`config.mk`:
```
export PLATFORM = sky130hd
export DESIGN_NAME = posit_field_extract
export DESIGN_NICKNAME = d
export VERILOG_FILES = /design/src/rtl/posit_pkg.sv /design/src/rtl/posit_pipe_stage.sv /design/src/rtl/posit_field_extract.sv
export SDC_FILE = /design/constraint.sdc
export NUM_CORES = 1
export LEC_CHECK = 0
export CAP_MARGIN = 30
export CELL_PAD_IN_SITES_DETAIL_PLACEMENT = 0
export CELL_PAD_IN_SITES_GLOBAL_PLACEMENT = 1
export CORE_MARGIN = 2
export CORE_UTILIZATION = 34
export CTS_BUF_LIST = sky130_fd_sc_hd__clkbuf_4
export DETAILED_ROUTE_END_ITERATION = 8
export GPL_ROUTABILITY_DRIVEN = 0
export PLACE_DENSITY_LB_ADDON = 0.25
export SYNTH_ARGS = -nofsm -noshare
export SYNTH_HDL_FRONTEND = slang
export SYNTH_SLANG_ARGS = --single-unit
```
`constraint.sdc`:
```
create_clock -name clk -period 1.8 [get_ports clk]
set_clock_uncertainty 0.15 [all_clocks]
set_input_delay 0.18 -clock clk [delete_from_list [all_inputs] [get_ports clk]]
set_output_delay 0.18 -clock clk [all_outputs]
set_load 0.02 [all_outputs]
```
`src/rtl/posit_pkg.sv`:
```
// rtl/posit_pkg.sv - width helper, NaR pattern and stage-1 payload type for posit_field_extract
package posit_pkg;

  localparam int MAX_BITS = 64;
  localparam int MAX_ES   = 8;

  function automatic int scale_width(input int bits, input int es);
    return $clog2(bits) + es + 2;
  endfunction

  localparam int MAX_SCALE_W = scale_width(MAX_BITS, MAX_ES);

  function automatic logic [MAX_BITS-1:0] nar_pattern(input int bits);
    return MAX_BITS'(1) << (bits - 1);
  endfunction

  // Fields are sized for the widest supported posit; narrower builds fill the low bits.
  typedef struct packed {
    logic                   sign;
    logic                   zero;
    logic                   nar;
    logic [MAX_SCALE_W-1:0] seed;
    logic [MAX_ES-1:0]      exp;
    logic [MAX_BITS-1:0]    frac;
  } posit_s1_t;

endpackage

```
`src/rtl/posit_pipe_stage.sv`:
```
// rtl/posit_pipe_stage.sv - one-entry valid/ready payload register
module posit_pipe_stage #(
  parameter int W = 8
) (
  input  logic         clk,
  input  logic         rst_n,
  input  logic         in_valid,
  output logic         in_ready,
  input  logic [W-1:0] in_data,
  output logic         out_valid,
  input  logic         out_ready,
  output logic [W-1:0] out_data
);

  logic         valid_q, valid_d;
  logic [W-1:0] data_q, data_d;

  assign in_ready = !valid_q || out_ready;

  always_comb begin
    valid_d = valid_q;
    data_d  = data_q;
    if (in_ready) begin
      valid_d = in_valid;
      if (in_valid) data_d = in_data;
    end
  end

  always_ff @(posedge clk or negedge rst_n) begin
    if (!rst_n) begin
      valid_q <= 1'b0;
      data_q  <= '0;
    end else begin
      valid_q <= valid_d;
      data_q  <= data_d;
    end
  end

  assign out_valid = valid_q;
  assign out_data  = data_q;

endmodule

```
`src/rtl/posit_field_extract.sv`:
```
// rtl/posit_field_extract.sv - splits exp/frac, forms scale and mantissa; optional POSIT_FIELD_EXTRACT_NAR_STICKY_EN
module posit_field_extract
  import posit_pkg::*;
#(
  parameter int BITS    = 32,
  parameter int ES      = 2,
  parameter int SCALE_W = scale_width(BITS, ES)
) (
  input  logic                      clk,
  input  logic                      rst_n,
  input  logic                      in_valid,
  output logic                      in_ready,
  input  logic [BITS-1:0]           in_raw,
  input  logic [BITS-1:0]           in_seed,
  input  logic [BITS-1:0]           in_shifted,
  output logic                      out_valid,
  input  logic                      out_ready,
  output logic                      out_sign,
  output logic signed [SCALE_W-1:0] out_scale,
  output logic [BITS-ES:0]          out_mant,
  output logic                      out_zero,
  output logic                      out_nar
`ifdef POSIT_FIELD_EXTRACT_NAR_STICKY_EN
  ,
  output logic                      nar_sticky,
  input  logic                      nar_clear
`endif
);

  localparam int MW  = BITS - ES + 1;
  localparam int S2W = 3 + SCALE_W + MW;
  localparam logic [BITS-1:0] NAR = BITS'(nar_pattern(BITS));

  posit_s1_t s1_d, s1_q;
  logic      s1_in_ready, s1_valid, s2_in_ready;

  always_comb begin
    s1_d      = '0;
    s1_d.sign = in_raw[BITS-1];
    s1_d.zero = (in_raw == '0);
    s1_d.nar  = (in_raw == NAR);
    s1_d.seed = MAX_SCALE_W'($signed(in_seed[SCALE_W-1:0]));
    s1_d.exp  = MAX_ES'(in_shifted[BITS-1 -: ES]);
    s1_d.frac = MAX_BITS'(in_shifted[BITS-ES-1:0]);
  end

  // in_ready is held low while reset is asserted so no output reads 1 in reset.
  assign in_ready = s1_in_ready & rst_n;

  posit_pipe_stage #(.W($bits(posit_s1_t))) u_s1 (
    .clk       (clk),
    .rst_n     (rst_n),
    .in_valid  (in_valid),
    .in_ready  (s1_in_ready),
    .in_data   (s1_d),
    .out_valid (s1_valid),
    .out_ready (s2_in_ready),
    .out_data  (s1_q)
  );

  logic signed [SCALE_W-1:0] seed_s, scale_d;
  logic [MW-1:0]             mant_d;
  logic [S2W-1:0]            s2_d, s2_q;

  always_comb begin
    seed_s  = s1_q.seed[SCALE_W-1:0];
    scale_d = (seed_s <<< ES) + SCALE_W'(s1_q.exp[ES-1:0]);
    mant_d  = {1'b1, s1_q.frac[BITS-ES-1:0]};
    if (s1_q.zero || s1_q.nar) begin
      scale_d = '0;
      mant_d  = '0;
    end
    s2_d = {s1_q.sign, s1_q.zero, s1_q.nar, scale_d, mant_d};
  end

  posit_pipe_stage #(.W(S2W)) u_s2 (
    .clk       (clk),
    .rst_n     (rst_n),
    .in_valid  (s1_valid),
    .in_ready  (s2_in_ready),
    .in_data   (s2_d),
    .out_valid (out_valid),
    .out_ready (out_ready),
    .out_data  (s2_q)
  );

  assign {out_sign, out_zero, out_nar, out_scale, out_mant} = s2_q;

  // Upper seed bits and the max-width padding of the payload carry no information.
  logic unused_bits;
  assign unused_bits = ^{in_seed, s1_q.seed, s1_q.exp, s1_q.frac};

`ifdef POSIT_FIELD_EXTRACT_NAR_STICKY_EN
  logic nar_sticky_q, nar_sticky_d;

  always_comb begin
    nar_sticky_d = nar_sticky_q;
    if (nar_clear) nar_sticky_d = 1'b0;
    if (out_valid && out_ready && out_nar) nar_sticky_d = 1'b1;
  end

  always_ff @(posedge clk or negedge rst_n) begin
    if (!rst_n) nar_sticky_q <= 1'b0;
    else        nar_sticky_q <= nar_sticky_d;
  end

  assign nar_sticky = nar_sticky_q;
`endif

endmodule
```
Word-level counts from Yosys, hierarchy flattened
Index checks and enable logic that the tools add are counted.
{"block": "classes", "n_bitwise": 1, "addsub": 1, "muxes": 2, "eq_ne": 1, "reduce_logical": 8}
{"cell": "== test 32 bit, second input constant", "count": 1}
{"cell": "zero test 32 bit", "count": 1}
{"cell": "two-way mux 31 bit", "count": 1}
{"cell": "adder 9 x 2 -> 9 bit", "count": 1}
{"cell": "two-way mux 9 bit", "count": 1}
{"cell": "AND reduction 2 bit", "count": 2}
{"cell": "logical OR 1 bit", "count": 3}
{"cell": "zero test 1 bit", "count": 2}
{"cell": "bitwise AND 1 bit", "count": 1}
{"block": "word_totals", "wordCells": 17, "ff_bits": 96, "out_inout_bits": 45, "inputBits": 100}

Depth between registers and ports, before layout
Gate-level depths: netlist (run 1).
{"block": "logic_depth", "word_depth": 4, "mapped_depth": 4, "ltp_nobuf": 3}

Hierarchy
A second synthesis (run 1) with hierarchy kept.
{"block": "hier_totals", "cells_unflattened": 348, "hier_area_um2": 6052.1}
{"module": "posit_pipe_stage at u_s1", "cells_each": 195, "seq_area_each_um2": 2302.2, "area_each_um2": 3885.0, "n_inst": 1}
{"module": "posit_pipe_stage at u_s2", "cells_each": 94, "seq_area_each_um2": 1101.1, "area_each_um2": 1811.7, "n_inst": 1}
{"module": "posit_field_extract", "cells_each": 59, "seq_area_each_um2": 0.0, "area_each_um2": 355.3, "n_inst": 1}

Worst setup path after synthesis (run 1)
OpenSTA, ideal clock, no wires.
{"block": "synth_path", "kind": "reg-to-reg", "from": "register u_s2.valid_q (netlist: u_s2.out_valid)", "to": "register u_s1.data_q[0] (netlist: u_s1.out_data[0])", "setup_ns": 0.125, "setup_slack_ns": 0.275, "arrival_time_ns": 1.251, "path_stages_with_launch": 5, "synth_period_minus_slack_ns": 1.525, "t_required_ns": 1.525, "path_cell_list": "dfrtp_1 nand3b_1 nand2_1 buf_4 mux2_2"}
{"block": "synth_via", "elab_chain_len": 4}
{"element": "from (decl)", "line": "posit_pipe_stage.sv:15", "text": "logic valid_q, valid_d;"}
{"element": "from (signal assigned)", "line": "posit_pipe_stage.sv:34", "text": "valid_q <= valid_d;"}
{"element": "zero test 1 bit", "line": "posit_pipe_stage.sv:18", "text": "assign in_ready = !valid_q || out_ready;"}
{"element": "logical OR 1 bit (2 in series)", "line": "posit_pipe_stage.sv:18"}
{"element": "AND reduction 2 bit (no line)"}
{"element": "to (signal assigned)", "line": "posit_pipe_stage.sv:35", "text": "data_q <= data_d;"}
{"element": "to (decl)", "line": "posit_pipe_stage.sv:16", "text": "logic [W-1:0] data_q, data_d;"}
No other way between the ends.
A chain may end at the register's enable or synchronous reset.

Final worst setup path (run 1)
{"block": "layout_path", "from": "register u_s2.data_q[32] (netlist: u_s2.out_data[32])", "to": "output out_scale[1]"}
{"element": "from (decl)", "line": "posit_pipe_stage.sv:16"}
{"element": "from (signal assigned)", "line": "posit_pipe_stage.sv:35"}
{"element": "to (decl)", "line": "posit_field_extract.sv:19", "text": "output logic signed [SCALE_W-1:0] out_scale,"}
No word-level cell between the ends.

==> impl_metrics.csv, run 1 <==
group,metric,value,unit
clock_tree,clkLatencyLatePin,410,ps
power_and_ir_drop,leakage,2.38,nW
worst_setup_path,cp.required,1470,ps
clock_tree,cts.path.max_buffers,2,
job,drv_cap,0,
detailed_routing,remaining_drc_errors,0,
timing,worst_pin_slew,563,ps
logic_synthesis,synth_top_family_by_area,"multiplexers",
logic_synthesis,yosys-mux-area-fraction,14.5,%
clock_tree,cts_buffers,9,
timing,holdWs,206,ps
die,die_y,102,um
final_layout,postLayoutCoreUtil,52.5,%
timing,min_period,1720,ps
global_routing,grt_pass1_vias,2250,
logic_synthesis,ys_ff_latch,87,
run_status,outcome,"finished clean",
die,rows,35,
detailed_routing,wl_per_cell,15.3,um
logic_synthesis,netlist.area_leader.share,66.6,%
worst_setup_path,path_max_fanout,2,
timing,post-route-period-util,95.7,%
logic_synthesis,synth.cell_area,3270,um2
place,hpwl,5210,um
die,start_util,35.2,%
clock_tree,clk_pin_slew,130,ps
worst_setup_path,cp-end-kind,"output pin",
logic_synthesis,synth_cells,210,
clock_tree,htree_levels,3,
detailed_routing,antenna_left,0,
worst_setup_path,critPathLaunchType,"flip-flop",
die,dieArea,10400,um2
clock_tree,cts_tree,"done",
place,place_ws,-94.9,ps
timing,timing.final.ws_setup,77.3,ps
final_layout,diodes,0,
detailed_routing,vias,2264,
global_routing,grt_pass1_wl,11400,um
worst_setup_path,crit_family,"buffers and inverters",
timing,rsz0062_at_grt,"no",
detailed_routing,wirelength,7290,um
hold_path,hp-class,"primary input to flip-flop",
power_and_ir_drop,peakVddDrop,0.458,mV
final_layout,area_growth,48.9,%
timing,slew_headroom,62.5,%
worst_setup_path,critical_path.cell_chain,"clkdlybuf4s50_1",
worst_setup_path,critical-path-slowest-cell,"clkdlybuf4s50_1",
timing,fmax,0.580,GHz
timing,hold_viol,0,
power_and_ir_drop,powerDensity,999,nW/um2
final_layout,finalNonFillerCells,476,
die,core_area,9280,um2
timing,fin_tns_setup,0,ps
logic_synthesis,post-synth-top-area-cell,"dfrtp_1",
clock_tree,cts_setup_buffers,0,
detailed_routing,via_per_inst,4.76,
clock_tree,cts_sinks,87,
global_routing,grt_max_degree,46,
global_routing,grt_overflow,0,
logic_synthesis,synth_xor_area_share,0,%
logic_synthesis,yosys-top-cells-area,"dfrtp_1, mux2_2, a22o_1, buf_6, nor4_1",
timing,maxSlewViolCount,0,
final_layout,mostFrequentLayoutCells,"clkdlybuf4s50_1, dfrtp_1, mux2_2",
detailed_routing,dr.pass1.iters,4,
clock_tree,cts_root_buffer,"clkbuf_4",
logic_synthesis,netlist-cell-type-count,20,
die,io_pins,145,
global_routing,antenna_found_initial,0,
worst_setup_path,worst-path-buf-inv,1,
detailed_routing,drtIter0Drc,59,
global_routing,grt_usage,14.4,%
place,port_buffers,119,
worst_setup_path,critPathKind,"flip-flop to output pin",
final_layout,final_nets,443,
logic_synthesis,avgSynthCellArea,15.6,um2
logic_synthesis,synth_simple_gate_area_share,4.06,%
logic_synthesis,yosys_warnings,0,
logic_synthesis,synth_compound_area_share,11.8,%
logic_synthesis,seq_area_frac_synth,66.6,%
worst_setup_path,max_stage_delay,610,ps
logic_synthesis,synth_fa_ha_area_share,0,%
logic_synthesis,synth_fp_nets,310,
place,post-place-cells,460,
worst_setup_path,crit_arrival,1390,ps
die,die_width,102,um
timing,report.final.setup_viol,0,
final_layout,drive_above_1_share,22.2,%
final_layout,final_common_cell,"clkdlybuf4s50_1",
registers in the layout, summed over array words and instances, names as in the netlist:
register and cells:
u_s2.out_data 43, u_s1.out_data 42, u_s1.out_valid 1, u_s2.out_valid 1
synth_stat cells:
master,instances
buf_4,4
o41ai_1,2
and2_1,1
dfrtp_1,87
a21o_1,1
nor4_1,7
a22o_1,39
nand2_1,5
o21ai_0,4
nand3b_1,1
buf_6,4
nand4_1,2
nor3_1,1
nor4b_4,1
clkbuf_1,4
inv_1,2
inv_2,1
mux2_2,42
and3b_1,1
nand2b_1,1
through the flow:
stage	power [mW]	instance area, um2
floorplan	3.14	3270
global placement	3.86	4670
detailed placement	3.89	4670
CTS	4.97	4810
global route	5.14	4870
finish	4.87	4870
where the power goes:
group	internal, mW	switching, mW	total (mW)
combinational	0.757	0.582	1.34
sequential	2.28	0.173	2.46
clock	0.445	0.625	1.07
final timing paths:
kind / start / end / slack, ps / cells after the start
max in group asynchronous: rst_n / u_s2.out_data[33] / 820 / 3
hold / removal: in_raw[31] / u_s1.out_data[89] / 210 / 2
min in group asynchronous: rst_n / u_s1.out_data[18] / 260 / 3
setup reg to reg: u_s1.out_valid / u_s1.out_data[27] / 210 / 5
setup / recovery: u_s2.out_data[32] / out_scale[1] / 80 / 1
hold reg to reg: u_s1.out_data[19] / u_s2.out_data[19] / 330 / 1
what timing repair did:
| item | CTS | global route |
|---|---|---|
| setup endpoints to repair | 2 | 29 |
| resized for setup | 4 | 30 |
| hold buffers | 1 | 0 |
| hold endpoints to repair | 87 | 0 |
| gates cloned | 0 | 0 |
routing by layer:
metal | vias to the layer above | track usage [%] | wire length (um)
li1 | 1050 | - | -
met1 | 1117 | 19.8 | 3300
met2 | 85 | 20.4 | 3260
met3 | 12 | 5.27 | 583
met4 | 0 | 6.77 | 144
met5 | - | 0 | 0
cells by family after synthesis:
logic type / Yosys count
mux: 42
flops: 87
compound gates: 46
buf+inv: 15
simple gates: 20
area by class of cell:
class,count,area [um2]
clock buffer,11,82.6
clock inverter,4,47.5
fill,818,4410
inverter,3,11.3
multi-input combinational,108,997
sequential,87,2180
tap,129,161
timing repair buffer,134,1390
No activity file was read; power rests on OpenSTA's default activity.
==> run 2: changes to the inputs <==
--- a/config.mk
+++ b/config.mk
@@ -10,3 +10,2 @@
 export CELL_PAD_IN_SITES_GLOBAL_PLACEMENT = 1
-export CORE_MARGIN = 2
 export CORE_UTILIZATION = 34
==> constraint.sdc (replaced) <==
create_clock -name clk -period 1.8 [get_ports clk]
set_clock_uncertainty 0.15 [all_clocks]
set_input_delay 0.54 -clock clk [delete_from_list [all_inputs] [get_ports clk]]
set_output_delay 0.54 -clock clk [all_outputs]
set_load 0.02 [all_outputs]
==> impl_metrics.csv, run 2 (synthesized netlist as in run 1, its figures left out) <==
group,metric,value,unit
run_status,outcome,"finished with violations",
run_status,violations,"negative setup slack",
timing,hold_viol,0,
timing,report.final.setup_viol,1,
global_routing,grt_pass1_wl,11600,um
clock_tree,cts_root_buffer,"clkbuf_4",
detailed_routing,remaining_drc_errors,0,
worst_setup_path,rr_endpoint,"u_s1.out_data[1]",
clock_tree,cts_sinks,87,
power_and_ir_drop,leakage,2.19,nW
global_routing,grt_overflow,0,
global_routing,antenna_found_initial,0,
timing,slew_headroom,59.4,%
place,port_buffers,119,
die,io_pins,145,
detailed_routing,route.top_layer_used,"met4",
clock_tree,holdBufCountCts,0,
clock_tree,cts_buffers,9,
worst_setup_path,critPathKind,"primary input to output pin",
final_layout,postLayoutCoreUtil,51.8,%
detailed_routing,dr.pass1.iters,4,
detailed_routing,dr_wl_met2,3250,um
die,die_width,100,um
global_routing,grt_pass1_vias,2299,
worst_setup_path,crit_start,"out_ready",
detailed_routing,wl_met3,368,um
final_layout,mostFrequentLayoutCells,"dfrtp_1, clkdlybuf4s50_1, a22o_1, mux2_2, buf_2",
final_layout,area_growth,46.9,%
die,rows,35,
detailed_routing,vias,2264,
detailed_routing,wl_per_cell,14.7,um
die,core_area,9280,um2
worst_setup_path,cp.required,1110,ps
die,die_y,100,um
final_layout,largest_reg_flops,43,
detailed_routing,wirelength,7200,um
worst_setup_path,cp-endpoint,"in_ready",
timing,worst_pin_slew,609,ps
final_layout,finalNonFillerCells,490,
job,drv_cap,0,
clock_tree,clk_pin_slew,140,ps
detailed_routing,antenna_left,0,
power_and_ir_drop,powerDensity,1040,nW/um2
timing,timing.final.ws_setup,-76.6,ps
timing,min_period,1880,ps
clock_tree,htree_levels,3,
die,start_util,35.2,%
final_layout,final_nets,457,
global_routing,grt_max_degree,50,
timing,rsz0062_at_grt,"yes",
worst_setup_path,crit_arrival,1190,ps
global_routing,grt_usage,15.0,%
clock_tree,clkLatencyLatePin,420,ps
place,post-place-cells,460,
power_and_ir_drop,peakVddDrop,0.413,mV
detailed_routing,via_per_inst,4.62,
hold_path,hp-class,"primary input to asynchronous set/reset pin",
worst_setup_path,path_max_fanout,3,
worst_setup_path,r2r_slack,60,ps
final_layout,fin_area,4810,um2
final_layout,final_common_cell,"dfrtp_1",
clock_tree,cts.path.max_buffers,2,
place,dpl-instance-area,4690,um2
clock_tree,cts_tree,"done",
die,dieArea,10000,um2
final_layout,diodes,0,
detailed_routing,wirelength_met1,3470,um
timing,maxSlewViolCount,0,
final_layout,drive_above_1_share,38.0,%
place,hpwl,4940,um
detailed_routing,drtIter0Drc,64,
timing,post-route-period-util,104,%
timing,fmax,0.533,GHz
worst_setup_path,cp-end-kind,"output pin",
worst_setup_path,r2r_start,"u_s2.out_valid",
worst_setup_path,rr_worst_depth,7,
worst_setup_path,critPathLaunchType,"primary input",
==> run 2: worst min-delay path by stage <==
stage | from | cells after the start | endpoint | slack (ps)
6_report | rst_n | 2 | u_s1.out_data[89] | 30
5_1_grt | rst_n | 2 | u_s1.out_data[90] | 50
4_1_cts | rst_n | 2 | u_s1.out_data[89] | 20
3_5_place_dp | u_s1.out_data[12] | 1 | u_s2.out_data[12] | 320
3_3_place_gp | u_s1.out_data[13] | 1 | u_s2.out_data[13] | 320
2_1_floorplan | rst_n | 0 | u_s1.out_data[0] | 90
==> run 2: final cells by class <==
| type | instances | area, um2 |
|---|---|---|
| sequential | 87 | 2180 |
| clock inverter | 5 | 83.8 |
| inverter | 3 | 11.3 |
| timing repair buffer | 148 | 1280 |
| tap | 129 | 161 |
| multi-input combinational | 108 | 1020 |
| clock buffer | 10 | 75.1 |
| fill | 838 | 4480 |
==> run 2: report_power, final <==
group | leakage, nW | switching, mW | total [mW] | internal, mW
Sequential | 1.05 | 0.168 | 2.45 | 2.28
Combinational | 1.07 | 0.607 | 1.31 | 0.700
Clock | 0.0787 | 0.651 | 1.23 | 0.574
Total | 2.19 | 1.43 | 4.98 | 3.56
==> run 2: stage by stage <==
step	TNS [ps]	setup slack (ps)	power, mW	hold WS, ps
2_1_floorplan	0	146	3.14	94.4
3_3_place_gp	-35800	-783	3.87	316
3_5_place_dp	-37380	-789	3.90	318
4_1_cts	-87.4	-87.4	5.04	15.7
5_1_grt	-153	-113	5.24	45.1
6_report	-76.6	-76.6	4.98	32.6
==> run 2: critical path, stage by stage <==
cell	delay (ps)
clkdlybuf4s15_1	180
nand3b_1	180
and2_4	150
buf_6	120
==> run 2: what timing repair did <==
action	in CTS	in global routing
pin swaps	1	1
resized for setup	170	15
endpoints found under the setup margin	45	18
setup buffers	7	8
==> run 2: metal layers <==
| layer | global-route usage (%) | vias to the layer above |
|---|---|---|
| li1 | - | 1075 |
| met1 | 20.3 | 1114 |
| met2 | 23.5 | 67 |
| met3 | 3.41 | 8 |
| met4 | 6.35 | 0 |
| met5 | 0 | - |
==> run 3: changes to the inputs <==
- clock period: 1.8 -> 1.9 ns (I/O delays scaled with it)
==> impl_metrics.csv, run 3 (synthesized netlist as in run 1, its figures left out) <==
group,metric,value,unit
timing,timing.final.ws_setup,15.3,ps
detailed_routing,dr.pass1.iters,4,
global_routing,grt_overflow,0,
clock_tree,cts_tree,"done",
detailed_routing,wl_per_cell,15.0,um
detailed_routing,remaining_drc_errors,0,
die,io_pins,145,
clock_tree,cts_sinks,87,
timing,rsz0062_at_grt,"yes",
run_status,outcome,"finished clean",
timing,holdWs,59.1,ps
global_routing,antenna_found_initial,0,
global_routing,grt_pass1_wl,12000,um
detailed_routing,drtIter0Drc,57,
final_layout,largest_reg_flops,43,
worst_setup_path,r2r_start,"u_s2.out_valid",
final_layout,regArea,2180,um2
worst_setup_path,cp.required,1180,ps
timing,hold_viol,0,
die,die_y,100,um
place,hpwl,5000,um
worst_setup_path,path_max_fanout,2,
worst_setup_path,critPathLaunchType,"flip-flop",
clock_tree,clkLatencyLatePin,420,ps
worst_setup_path,cp-endpoint,"in_ready",
final_layout,mostFrequentLayoutCells,"dfrtp_1, clkdlybuf4s50_1, mux2_2",
timing,slew_headroom,59.0,%
final_layout,fillers,854,
power_and_ir_drop,leakage,2.08,nW
timing,fmax,0.531,GHz
die,die_width,100,um
detailed_routing,wirelength,7170,um
power_and_ir_drop,powerDensity,935,nW/um2
clock_tree,htree_levels,3,
worst_setup_path,rr_worst_depth,6,
place,post-place-cells,460,
timing,worst_pin_slew,615,ps
worst_setup_path,critPathKind,"flip-flop to output pin",
final_layout,multi_input_area,1000,um2
global_routing,grt_pass1_vias,2339,
detailed_routing,via_per_inst,4.75,
clock_tree,cts_root_buffer,"clkbuf_4",
clock_tree,cts_buffers,9,
job,drv_cap,0,
power_and_ir_drop,peakVddDrop,0.403,mV
die,start_util,35.2,%
final_layout,diodes,0,
detailed_routing,vias,2265,
final_layout,final_common_cell,"dfrtp_1",
global_routing,grt_usage,15.6,%
place,port_buffers,119,
final_layout,area_growth,43.5,%
worst_setup_path,r2r_slack,250,ps
final_layout,fin_area,4690,um2
worst_setup_path,crit_arrival,1160,ps
timing,post-route-period-util,99.2,%
hold_path,hp-class,"primary input to asynchronous set/reset pin",
timing,maxSlewViolCount,0,
power_and_ir_drop,p_total,4.39,mW
detailed_routing,antenna_left,0,
worst_setup_path,crit_start,"u_s2.out_valid",
final_layout,final_nets,443,
place,place_ws,-751,ps
die,rows,35,
global_routing,grt_max_degree,50,
clock_tree,cts.path.max_buffers,2,
timing,report.final.setup_viol,0,
worst_setup_path,cp-end-kind,"output pin",
final_layout,drive_above_1_share,29.9,%
final_layout,finalNonFillerCells,477,
place,dpl-instance-area,4690,um2
die,dieArea,10000,um2
clock_tree,clk_pin_slew,140,ps
timing,min_period,1880,ps
die,core_area,9280,um2
worst_setup_path,rr_endpoint,"u_s1.out_data[29]",
[run 3: changes by cell type in the layout (fill, tap and decap cells not counted), sizes merged, moves of 2 or more]
cell | previous run | this run
clkbuf | 10 | 32
clkinv | 1 | 3
bufinv | 2 | 0
clkdlybuf4s15 | 7 | 20
buf | 69 | 19
[run 3: final cells by class]
| type | instances | area share, % |
|---|---|---|
| repair buffers | 134 | 26.2 |
| inverters | 3 | 0.240 |
| clock buffers | 9 | 1.44 |
| clock inverters | 7 | 1.04 |
| multi-input cells | 108 | 21.3 |
| well taps | 129 | 3.44 |
| flip-flops and latches | 87 | 46.4 |
[run 3: how the worst min path moves through the flow]
stage / startpoint / to / slack [ps] / cells after the start
6_report: rst_n / u_s1.out_data[89] / 60 / 2
5_1_grt: rst_n / u_s2.out_data[16] / 60 / 2
4_1_cts: rst_n / u_s1.out_data[89] / 40 / 2
3_5_place_dp: u_s1.out_data[12] / u_s2.out_data[12] / 320 / 1
3_3_place_gp: u_s1.out_data[13] / u_s2.out_data[13] / 320 / 1
2_1_floorplan: rst_n / u_s1.out_data[0] / 120 / 0
[run 3: repair_timing]
item / 4_1_cts / 5_1_grt
setup buffers: 1 / 0
pin swaps: 1 / 1
gates resized for setup: 85 / 39
setup endpoints to repair: 45 / 38
hold buffers: 0 / 0
endpoints found under the hold margin: 0 / 0
[run 3: power by group]
group / total (mW) / leakage, nW / internal, mW / switching, mW
logic: 1.16 / 0.978 / 0.608 / 0.555
registers: 2.33 / 1.05 / 2.16 / 0.170
clock network: 0.892 / 0.0560 / 0.269 / 0.624
[run 3: per-stage QoR]
stage	util (%)	setup TNS (ps)
2_1_floorplan	-	0
3_3_place_gp	50.5	-26950
3_5_place_dp	50.5	-27870
4_1_cts	51.6	-22.0
5_1_grt	50.6	-84.2
6_report	50.6	0
[run 3: critical path, cell delays in order, from the launching register on]
cell and delay [ps]:
dfrtp_1 400, nand3b_1 110, and2_4 150, buf_6 110
[run 3: layer usage]
layer,part of all wire [%],GRT usage [%],wire (um),vias up
li1,-,-,-,1051
met1,48,21.2,3410,1131
met2,45,24.0,3230,73
met3,5.8,3.62,419,10
met4,1.6,6.69,117,0
met5,0,0,0,-
